$ cat config.mk
export PLATFORM = sky130hd
export DESIGN_NAME = gpr_writeback_arbiter
export DESIGN_NICKNAME = d
export VERILOG_FILES = /design/src/rtl/gpr_writeback_arbiter.sv
export SDC_FILE = /design/constraint.sdc
export NUM_CORES = 1
export LEC_CHECK = 0
export BUFFER_PORTS_ARGS = -buffer_cell sky130_fd_sc_hd__buf_2
export CAP_MARGIN = 40
export CORE_AREA = 4 4 124 126
export CTS_CLUSTER_SIZE = 14
export DETAILED_ROUTE_END_ITERATION = 12
export DIE_AREA = 0 0 128 130
export GPL_TIMING_DRIVEN = 0
export PLACE_DENSITY = 0.78
export SLEW_MARGIN = 5
export SYNTH_ARGS = -nofsm -noshare
export SYNTH_HDL_FRONTEND = slang
export SYNTH_SLANG_ARGS = --single-unit
export TNS_END_PERCENT = 20
$ cat constraint.sdc
create_clock -name clk -period 3 [get_ports clk]
set_input_delay 0.15 -clock clk [delete_from_list [all_inputs] [get_ports clk]]
set_output_delay 0.15 -clock clk [all_outputs]
set_load 0.01 [all_outputs]
$ cat src/rtl/gpr_writeback_arbiter.sv
// GPR write-port arbiter: ALU has fixed priority, LSU/MDU share round-robin,
// one registered write per cycle, plus a pending-write scoreboard for RAW stalls.
module gpr_writeback_arbiter #(
    parameter int WIDTH     = 64,
    parameter int REG_WIDTH = 5,
    parameter int REG_NUM   = 32
) (
    input  logic                 clk,
    input  logic                 rst,
    input  logic                 alu_valid_i,
    input  logic [REG_WIDTH-1:0] alu_rd_i,
    input  logic [WIDTH-1:0]     alu_data_i,
    output logic                 alu_ready_o,
    input  logic                 lsu_valid_i,
    input  logic [REG_WIDTH-1:0] lsu_rd_i,
    input  logic [WIDTH-1:0]     lsu_data_i,
    output logic                 lsu_ready_o,
    input  logic                 mdu_valid_i,
    input  logic [REG_WIDTH-1:0] mdu_rd_i,
    input  logic [WIDTH-1:0]     mdu_data_i,
    output logic                 mdu_ready_o,
    input  logic                 issue_valid_i,
    input  logic [REG_WIDTH-1:0] issue_rd_i,
    output logic [REG_WIDTH-1:0] rd_waddr_o,
    output logic [WIDTH-1:0]     rd_wdata_o,
    output logic                 wen_o,
    output logic [REG_NUM-1:0]   busy_o
);

    // ptr_q = 0 favours LSU on a contested grant, 1 favours MDU
    logic                 ptr_q, ptr_d;
    logic [REG_WIDTH-1:0] waddr_q, waddr_d;
    logic [WIDTH-1:0]     wdata_q, wdata_d;
    logic                 wen_q, wen_d;
    logic [REG_NUM-1:0]   busy_q, busy_d;

    logic                 alu_gnt, lsu_gnt, mdu_gnt, contested;
    logic [REG_WIDTH-1:0] sel_rd;
    logic [WIDTH-1:0]     sel_data;

    always_comb begin
        alu_gnt   = 1'b0;
        lsu_gnt   = 1'b0;
        mdu_gnt   = 1'b0;
        contested = 1'b0;
        if (!rst) begin
            if (alu_valid_i) begin
                alu_gnt = 1'b1;
            end else if (lsu_valid_i && mdu_valid_i) begin
                contested = 1'b1;
                lsu_gnt   = !ptr_q;
                mdu_gnt   = ptr_q;
            end else begin
                lsu_gnt = lsu_valid_i;
                mdu_gnt = mdu_valid_i;
            end
        end
    end

    assign alu_ready_o = alu_gnt;
    assign lsu_ready_o = lsu_gnt;
    assign mdu_ready_o = mdu_gnt;

    always_comb begin
        sel_rd   = mdu_rd_i;
        sel_data = mdu_data_i;
        if (alu_gnt) begin
            sel_rd   = alu_rd_i;
            sel_data = alu_data_i;
        end else if (lsu_gnt) begin
            sel_rd   = lsu_rd_i;
            sel_data = lsu_data_i;
        end
    end

    always_comb begin
        ptr_d   = contested ? !ptr_q : ptr_q;
        waddr_d = waddr_q;
        wdata_d = wdata_q;
        wen_d   = 1'b0;
        if (alu_gnt || lsu_gnt || mdu_gnt) begin
            waddr_d = sel_rd;
            wdata_d = sel_data;
            wen_d   = (sel_rd != '0);
        end
    end

    // Clear first, then set, so a new writer to the same register keeps it busy
    always_comb begin
        busy_d = busy_q;
        if (wen_q) begin
            busy_d[waddr_q] = 1'b0;
        end
        if (issue_valid_i && (issue_rd_i != '0)) begin
            busy_d[issue_rd_i] = 1'b1;
        end
        busy_d[0] = 1'b0;
    end

    always_ff @(posedge clk) begin
        if (rst) begin
            ptr_q   <= 1'b0;
            waddr_q <= '0;
            wdata_q <= '0;
            wen_q   <= 1'b0;
            busy_q  <= '0;
        end else begin
            ptr_q   <= ptr_d;
            waddr_q <= waddr_d;
            wdata_q <= wdata_d;
            wen_q   <= wen_d;
            busy_q  <= busy_d;
        end
    end

    assign rd_waddr_o = waddr_q;
    assign rd_wdata_o = wdata_q;
    assign wen_o      = wen_q;
    assign busy_o     = busy_q;

endmodule

==> impl_metrics.toml <==
[cells_and_area]
seqCellArea_mm2 = 0.00204
nFillCells = 1489
syn_to_final_growth_pct = 42.4
fin_util = 0.503
fin_cells = 1145
drive_gt1_frac = 0.374
multiInputGateArea_mm2 = 0.00274
final_area_mm2 = 0.00720
layout.nets = 1174

[critical_path]
r2r_end = "rd_wdata_o[17]$_SDFFE_PP0P_"
r2r_start = "ptr_q$_SDFFE_PP0P_"
reg2reg_slack_ns = 1.23
crit_path_start_kind = "flop"
crit_path_max_fanout = 10
worstRegToRegCells = 6
crit_arrival_ns = 1.72
critical_path_class = "flop to output pin"
worstSetupEndpointType = "output pin"
critical_path_required_ns = 2.85

[synth]
synthTopCellsByArea = "dfxtp_1 40%, o21ai_0 12%, mux2i_1 6.3%, a211oi_1 4.9%, a22oi_1 4.7%"
syn_inst = 623
synth_top_family_by_area = "compound AO/OA/AOI/OAI gates"
async_flop_share = 0
synthSimpleGateAreaFrac = 0.161
yosysTopAreaCellShare = 0.404
ys_ff_latch = 102
yosysUniqueCellTypes = 41
syn_area_per_cell_um2 = 8.12
syn_area_mm2 = 0.00506
syn-num-nets = 841
synth_edf_count = 0
synth-adder-area-share = 0
synthXorXnorAreaFrac = 0.00173
yosysTopAreaCell = "dfxtp_1"
muxShareOfSynthArea = 0.0633
synth-compound-area-share = 0.315
yosysSeqAreaShare = 0.404
synth_commonest_cells = "118 x o21ai_0, 102 x dfxtp_1, 41 x nand2_1"
synth-main-ff-cell = "dfxtp_1"
ys.warnings.count = 0
yosysMostFrequentCell = "o21ai_0"

[floorplan]
die_y_um = 130
pin_count = 323
core_area_mm2 = 0.0143
initial_core_util = 0.353
die_w_um = 128
die_area_mm2 = 0.0166
num_rows = 44

[grt]
grt_max_degree = 17
antenna_found_initial = 2
grt_first_pass_wirelength_um = 31500
grt_pass1_vias = 5924
grt_use_total = 0.240
grt-ovfl-total = 0

[clock_network]
cts_setup_buffers = 0
cts_hold_buf = 0
cts_buffers = 9
cts.sinks = 102
clock_latency_ns = 0.35
cts_resized = 0
clk_transition_reported_paths_ns = 0.08
clock-root-buffer = "clkbuf_16"
htree_levels = 3
cts_tree = "built"
cts_buffer_depth = 2

[detailed_routing]
drtAntennaViolNets = 0
drt-total-wl_um = 21300
wl_per_cell_um = 18.6
drt_iter0_drc = 469
drc = 0
dr.pass1.iters = 6
vias = 6322
via_per_inst = 5.52

[sta]
finalMaxSlewViolations = 0
post-route-period-util = 0.623
hold_viol = 0
rsz0062_at_grt = "false"
worstMarginPinSlew_ns = 0.614
fmax_ghz = 0.535
setup-tns-final_ns = 0
period_needed_ns = 1.87
skew_ns = 0.0105
setup_viol_count_final = 0
slew_headroom = 0.589
fin_hold_ws_ns = 0.0732

[placed_design]
dp_cells = 1129
place_hpwl_um = 16600
place_area_mm2 = 0.00690
portBuffers = 321
routabilityCongestion = 0.902

[worst_hold_path]
hold_depth = 3
worstHoldPathType = "input port to flop"
hold_start = "alu_data_i[51]"
hold_path_end = "rd_wdata_o[51]$_SDFFE_PP0P_"

[pwr]
power_density_mw_per_mm2 = 475
max-vdd-ir-drop_mv = 0.240
leakage_nw = 3.50

[run]
drv_cap = 0

[run_status]
status = "completed"
worst max path at each step:
stage	slack, ns	end	depth (start not counted)	start
finish	1.13	lsu_ready_o	6	ptr_q$_SDFFE_PP0P_
global route	1.00	lsu_ready_o	6	ptr_q$_SDFFE_PP0P_
CTS	1.10	lsu_ready_o	6	ptr_q$_SDFFE_PP0P_
detailed placement	0.99	rd_wdata_o[43]$_SDFFE_PP0P_	7	alu_valid_i
global placement	1.09	rd_wdata_o[7]$_SDFFE_PP0P_	7	alu_valid_i
floorplan	1.58	busy_o[19]$_SDFF_PP0_	4	rd_waddr_o[4]$_SDFFE_PP0P_
state kept, by name (all words and copies together) (netlist names):
register and cells:
rd_wdata_o 64, rd_waddr_o 5, busy_o 31, wen_o 1, ptr_q 1
per-stage QoR:
step / setup WS [ns] / power [mW]
finish: 1.13 / 3.42
global route: 1.00 / 3.57
CTS: 1.10 / 3.44
detailed placement: 0.989 / 2.24
global placement: 1.09 / 2.22
floorplan: 1.58 / 1.87
cell type report:
cell class / instances / share of cell area
Tap cell: 184 / 0.0320
Timing Repair Buffer: 322 / 0.224
Sequential cell: 102 / 0.284
Multi-Input combinational cell: 457 / 0.380
Clock buffer: 10 / 0.0332
Antenna cell: 1 / 0.000347
Clock inverter: 5 / 0.00834
Buffer: 59 / 0.0363
Inverter: 5 / 0.00261
metal layers:
metal	track usage	vias up	part of all wire	routed length (µm)
li1	-	3011	-	-
met1	0.304	2952	0.41	8680
met2	0.398	316	0.48	10200
met3	0.0540	41	0.086	1830
met4	0.0980	2	0.030	635
met5	0	-	0.00061	13
placed cells by master, fill, tap and decap left out, drive strengths merged, types with 4 or more instances in the layout:
master and instances:
buf 340, o21ai 127, dfxtp 102, clkbuf 51
nand2 41, a21oi 35, nand3 35, o22ai 34
and3 34, a211oi 33, mux2i 32, a22oi 32
nor2 9, or3 5, nand3b 5, inv 4
nor4 4, nor3b 4, nor3 4, clkinv 4
critical path, cell delays in order (launching register included):
cell and delay (ns):
dfxtp_1 0.40, a21boi_1 0.10, nand2_1 0.11, buf_2 0.30, buf_4 0.27, inv_1 0.06, buf_2 0.13
where the power goes:
part           internal, mW  total, mW  switching (mW)
Sequential             1.45       1.50          0.0513
Clock                 0.668       1.21           0.538
Combinational         0.311      0.711           0.400
cells by family after synthesis:
| group | after synthesis |
|---|---|
| other | 1 |
| buffers and inverters | 64 |
| xor gates and xnor gates | 1 |
| muxes | 32 |
| AOI/OAI and AO/OA | 270 |
| DFF | 102 |
| and+or+nand+nor | 153 |
Power figures use the tool's default switching activity.
